===== src/rtl/key_sched_sequencer.sv =====
// rtl/key_sched_sequencer.sv - iterative AES-128 key expansion, one 32-bit word per cycle
// Optional round-key read port enabled by macro KEYSCHED_RK_PORT_EN.
module key_sched_sequencer #(
    parameter int NROUNDS     = 10,
    parameter int SUB_LATENCY = 1
) (
    input  logic                         clk,
    input  logic                         Reset,
    input  logic                         start,
    input  logic [127:0]                 cipher_key,
    output logic                         busy,
    output logic                         done,
    output logic [3:0]                   round_idx,
    output logic [128*(NROUNDS+1)-1:0]   key_schedule
`ifdef KEYSCHED_RK_PORT_EN
    ,
    input  logic [3:0]                   rk_sel,
    output logic [127:0]                 rk_out
`endif
);

    localparam logic [2:0] S_IDLE = 3'd0;
    localparam logic [2:0] S_SUB  = 3'd1;
    localparam logic [2:0] S_W0   = 3'd2;
    localparam logic [2:0] S_W1   = 3'd3;
    localparam logic [2:0] S_W2   = 3'd4;
    localparam logic [2:0] S_W3   = 3'd5;
    localparam logic [2:0] S_DONE = 3'd6;

    localparam logic [0:255][7:0] SBOX = {
        128'h637c777bf26b6fc53001672bfed7ab76, 128'hca82c97dfa5947f0add4a2af9ca472c0,
        128'hb7fd9326363ff7cc34a5e5f171d83115, 128'h04c723c31896059a071280e2eb27b275,
        128'h09832c1a1b6e5aa0523bd6b329e32f84, 128'h53d100ed20fcb15b6acbbe394a4c58cf,
        128'hd0efaafb434d338545f9027f503c9fa8, 128'h51a3408f929d38f5bcb6da2110fff3d2,
        128'hcd0c13ec5f974417c4a77e3d645d1973, 128'h60814fdc222a908846eeb814de5e0bdb,
        128'he0323a0a4906245cc2d3ac629195e479, 128'he7c8376d8dd54ea96c56f4ea657aae08,
        128'hba78252e1ca6b4c6e8dd741f4bbd8b8a, 128'h703eb5664803f60e613557b986c11d9e,
        128'he1f8981169d98e949b1e87e9ce5528df, 128'h8ca1890dbfe6426841992d0fb054bb16
    };

    logic [2:0]   state;
    logic [7:0]   sub_cnt;
    logic [7:0]   rcon;
    logic [127:0] work;
    logic [31:0]  sub_in;
    logic [31:0]  sub_word;
    logic [31:0]  new_word;
    logic [1:0]   word_sel;
    logic [10:0]  wr_pos;

    // work holds the round key under construction; words are replaced in place,
    // so after W(i-1) the freshly built w(i-1) sits directly above prev_wi.
    always_comb begin
        sub_in   = {work[23:0], work[31:24]};
        word_sel = 2'(state - S_W0);
        wr_pos   = 11'(32 * (4 * (NROUNDS - int'(round_idx)) + 3 - int'(word_sel)));
        new_word = '0;
        case (state)
            S_W0:    new_word = work[127:96] ^ sub_word ^ {rcon, 24'h0};
            S_W1:    new_word = work[95:64] ^ work[127:96];
            S_W2:    new_word = work[63:32] ^ work[95:64];
            S_W3:    new_word = work[31:0]  ^ work[63:32];
            default: new_word = '0;
        endcase
    end

    always_comb begin
        busy = (state >= S_SUB) && (state <= S_W3);
        done = (state == S_DONE);
    end

    // Shared SubWord unit: four byte lookups registered on clk.
    always_ff @(posedge clk) begin
        if (Reset) begin
            sub_word <= '0;
        end else begin
            sub_word <= {SBOX[sub_in[31:24]], SBOX[sub_in[23:16]],
                         SBOX[sub_in[15:8]],  SBOX[sub_in[7:0]]};
        end
    end

    always_ff @(posedge clk) begin
        if (Reset) begin
            state        <= S_IDLE;
            sub_cnt      <= '0;
            rcon         <= 8'h01;
            round_idx    <= '0;
            work         <= '0;
            key_schedule <= '0;
        end else begin
            case (state)
                S_IDLE, S_DONE: begin
                    if (start) begin
                        key_schedule <= {cipher_key, {(128*NROUNDS){1'b0}}};
                        work         <= cipher_key;
                        rcon         <= 8'h01;
                        round_idx    <= 4'd1;
                        sub_cnt      <= '0;
                        state        <= S_SUB;
                    end
                end
                S_SUB: begin
                    if (sub_cnt == 8'(SUB_LATENCY - 1)) begin
                        sub_cnt <= '0;
                        state   <= S_W0;
                    end else begin
                        sub_cnt <= sub_cnt + 8'd1;
                    end
                end
                S_W0, S_W1, S_W2, S_W3: begin
                    key_schedule[wr_pos +: 32] <= new_word;
                    case (word_sel)
                        2'd0:    work[127:96] <= new_word;
                        2'd1:    work[95:64]  <= new_word;
                        2'd2:    work[63:32]  <= new_word;
                        default: work[31:0]   <= new_word;
                    endcase
                    if (state != S_W3) begin
                        state <= state + 3'd1;
                    end else if (round_idx == 4'(NROUNDS)) begin
                        round_idx <= '0;
                        state     <= S_DONE;
                    end else begin
                        round_idx <= round_idx + 4'd1;
                        rcon      <= {rcon[6:0], 1'b0} ^ (rcon[7] ? 8'h1b : 8'h00);
                        state     <= S_SUB;
                    end
                end
                default: state <= S_IDLE;
            endcase
        end
    end

`ifdef KEYSCHED_RK_PORT_EN
    logic [10:0] rk_pos;

    always_comb begin
        rk_pos = (int'(rk_sel) <= NROUNDS) ? 11'(128 * (NROUNDS - int'(rk_sel))) : 11'd0;
    end

    always_ff @(posedge clk) begin
        if (Reset) begin
            rk_out <= '0;
        end else if (int'(rk_sel) <= NROUNDS) begin
            rk_out <= key_schedule[rk_pos +: 128];
        end else begin
            rk_out <= '0;
        end
    end
`endif

endmodule


===== config.mk =====
export PLATFORM = sky130hd
export DESIGN_NAME = key_sched_sequencer
export DESIGN_NICKNAME = d
export VERILOG_FILES = /design/src/rtl/key_sched_sequencer.sv
export SDC_FILE = /design/constraint.sdc
export NUM_CORES = 2
export LEC_CHECK = 0
export BUFFER_PORTS_ARGS = -buffer_cell sky130_fd_sc_hd__buf_2
export CAP_MARGIN = 0
export CORE_AREA = 5 5 592 594
export DETAILED_ROUTE_END_ITERATION = 12
export DIE_AREA = 0 0 597 599
export GPL_TIMING_DRIVEN = 1
export PLACE_DENSITY = 0.38
export SKIP_LAST_GASP = 1
export SYNTH_ARGS = -nofsm -noshare
export SYNTH_HDL_FRONTEND = slang
export SYNTH_SLANG_ARGS = --single-unit

===== constraint.sdc =====
create_clock -name clk -period 4.8 [get_ports clk]
set_clock_uncertainty 0.15 [all_clocks]
set_input_delay 1.2 -clock clk [delete_from_list [all_inputs] [get_ports clk]]
set_output_delay 1.2 -clock clk [all_outputs]
set_load 0.005 [all_outputs]

==> flow_metrics.env <==
export IMPL_status="finished, final reports clean"
export IMPL_htree_levels=4
export IMPL_cts_tree="done"
export IMPL_netlist_instances=7376
export IMPL_drv_cap=0
export IMPL_grt_busiest_layer="met2"
export IMPL_crit_start="round_idx[1]"
export IMPL_critPathKind="reg2reg"
export IMPL_timing_final_max_slew_violations=0
export IMPL_dr_pass1_iters=9
export IMPL_crit_family="XOR/XNOR gates"
export IMPL_cp_end_kind="flip-flop"
export IMPL_synth_most_common_cell="dfxtp_1"
export IMPL_cts_sinks=1591
export IMPL_rrSetupSlack_ps=360
export IMPL_critPathBufInv=1
export IMPL_path_depth=8
export IMPL_fmax_mhz=225
export IMPL_grt_antenna_before_repair=54
export IMPL_irDropWorstVdd_mv=0.541
export IMPL_io_buffers=1544
export IMPL_met3_usage_pct=4.91
export IMPL_boundaryPins=1545
export IMPL_synth_seq_cells=1591
export IMPL_cts_setup_buffers=0
export IMPL_synth_main_ff_cell="dfxtp_1"
export IMPL_detail_route_wl_per_cell_um=35.9
export IMPL_nets=8933
export IMPL_initial_core_util_pct=19.6
export IMPL_arrival_ps=5100
export IMPL_synth_edff_count=0
export IMPL_die_width_um=597
export IMPL_power_total_mw=57.5
export IMPL_cts_buffers=192
export IMPL_period_share_pct=92.4
export IMPL_slew_headroom_pct=0.784
export IMPL_die_area_sq_mm=0.358
export IMPL_dpl_cell_area_sq_mm=0.0827
export IMPL_core_sq_mm=0.345
export IMPL_holdBufCountCts=0
export IMPL_num_rows=216
export IMPL_yosysTopAreaCellShare_pct=47.2
export IMPL_post_cts_resized=0
export IMPL_setup_viol=0
export IMPL_drt_iter0_markers=7808
export IMPL_vias=70500
export IMPL_worst_pin_slew_ps=1490
export IMPL_cp_required_ps=5460
export IMPL_area_growth_pct=32.2
export IMPL_yosysSeqAreaShare_pct=47.2
export IMPL_grtUsageTotal_pct=25.4
export IMPL_startpoint_type="flip-flop"
export IMPL_synth_top_cells_by_count="dfxtp_1 (1591), a22o_1 (988), clkbuf_1 (625)"
export IMPL_overflow=0
export IMPL_synth_cell_area_sq_mm=0.0675
export IMPL_grt_pass1_wl_um=636000
export IMPL_tns_ps=0
export IMPL_grt_pass1_vias=66500
export IMPL_syn_nets=7574
export IMPL_synthArstFlopShare_pct=0
export IMPL_crit_end="key_schedule[78]"
export IMPL_met2_usage_pct=40.8
export IMPL_reg2reg_from="round_idx[1]"
export IMPL_die_y_um=599
export IMPL_worst_path_largest_cell_delay_ps=950
export IMPL_place_gp_congestion=0.943
export IMPL_fin_area_sq_mm=0.0893
export IMPL_cts_clk_slew_worst_paths_ps=60
export IMPL_via_per_inst=5.23
export IMPL_synth_cell_types=94
export IMPL_yosys_area_top_type="dfxtp_1"
export IMPL_finalHoldViolCount=0
export IMPL_slowest_stage="a21oi_4"
export IMPL_drc=0
export IMPL_met1_usage_pct=32.3
export IMPL_fin_util_pct=25.9
export IMPL_p_leak_nw=37.6
export IMPL_routed_wl_um=484000
export IMPL_yosys_warnings=0
export IMPL_r2r_cells=8
export IMPL_p_per_area_mw_per_mm2=644
export IMPL_synthTopCellsByArea="dfxtp_1 (47%), a22o_1 (13%), o21ai_0 (4.0%)"
export IMPL_grt_max_degree=123
export IMPL_clock_latency_ps=950
export IMPL_rsz0062_at_grt="no"
export IMPL_ant_nets=0
export IMPL_r2r_end="key_schedule[78]"
export IMPL_min_path_type="reg2reg"
export IMPL_clock_path_buffers=4
export IMPL_path_max_fanout=32
export IMPL_cts_root_buf="clkbuf_16"
export IMPL_drive_gt1_share_pct=28.7
export IMPL_avgSynthCellArea_sq_um=9.16
export IMPL_hpwl_um=354000
export IMPL_min_period_ps=4440
export IMPL_crit_chain="ha_1 -> xor2_2 -> nor3_4 -> xnor2_2 -> nor2_1 -> buf_4 -> a21oi_4 -> a22o_1"
==> cells by family (layout without fill, tap and decap cells) <==
kind of cell,count (synthesis),count (layout),synth area share (%)
AO/OA/AOI/OAI,2943,2943,31.6
AND/OR/NAND/NOR,1674,1674,11.5
flip-flops,1591,1591,47.2
buffers and inverters,899,2410,5.21
XOR/XNOR,150,150,2.02
adder cells (fa/ha/maj),70,70,1.29
multiplexers,49,49,1.20
other,0,15,0
==> worst min-delay path by stage <==
stage	end	slack, ps	startpoint	cells past startpoint
2_1_floorplan	key_schedule[31]	300	key_schedule[31]	2
3_3_place_gp	key_schedule[1064]	280	key_schedule[1064]	2
3_5_place_dp	key_schedule[1074]	290	key_schedule[1074]	2
4_1_cts	key_schedule[1074]	300	key_schedule[1074]	2
5_1_grt	key_schedule[1303]	330	key_schedule[1303]	1
6_report	key_schedule[618]	300	key_schedule[618]	2
==> sequential cells by signal, summed over array words and instances (netlist names) <==
signal,flops
work,128
rcon,8
sub_word,32
state,3
key_schedule,1408
round_idx,4
sub_cnt,8
==> metal layers <==
layer	share of wire [%]	up-vias
met5	0.021	-
met2	45	3654
met4	6.2	14
li1	-	30300
met1	41	35800
met3	7.3	684
==> layout by cell type (no fill, tap or decap), types with 28 or more instances in the layout <==
master,count
a31oi_1,124
o311ai_0,39
a211oi_1,82
o211ai_1,49
o21ai_0,538
a22oi_1,73
o2bb2ai_1,33
a222oi_1,33
ha_1,66
a311oi_1,97
buf_4,397
clkbuf_1,40
nor2_2,29
nor2_1,430
buf_2,1543
and2_1,36
a21oi_1,422
o21a_1,41
nand2b_1,102
o22ai_1,44
clkbuf_16,194
clkbuf_8,48
nand2_1,521
nand3_1,90
xnor2_1,56
nor3_1,169
a2111oi_0,28
a22o_1,988
xor2_1,88
a221oi_1,63
inv_1,96
o31ai_1,36
nor3_2,34
dfxtp_1,1571
clkinv_2,29
nor2b_1,84
==> power by group <==
part / internal, mW / switching, mW / total, mW
registers: 14.3 / 1.43 / 15.7
logic: 7.05 / 19.4 / 26.4
clock network: 8.91 / 6.40 / 15.3
total: 30.2 / 27.2 / 57.5
==> cell type report <==
cell class / instances / area (sq um)
clock buffers: 282 / 5670
fillers: 37200 / 255000
flip-flops and latches: 1591 / 31900
diodes: 15 / 37.5
clock inverters: 64 / 846
well taps: 4578 / 5730
inverters: 103 / 394
multi-input cells: 4886 / 33600
repair buffers: 1961 / 11100
==> per-stage QoR <==
step / std cells / hold WS, ps / worst slack, ps
floorplan: 7376 / 298 / 1480
global placement: 13100 / 282 / 436
detailed placement: 13100 / 286 / 396
CTS: 13500 / 300 / 352
global route: 13500 / 326 / 148
finish: 13500 / 299 / 365
==> worst min-delay path, stage by stage, from the launching register on <==
cell and delay, ps:
dfxtp_1 320, nand2_1 40, o21ai_0 50
(Power assumes the default switching activity.)
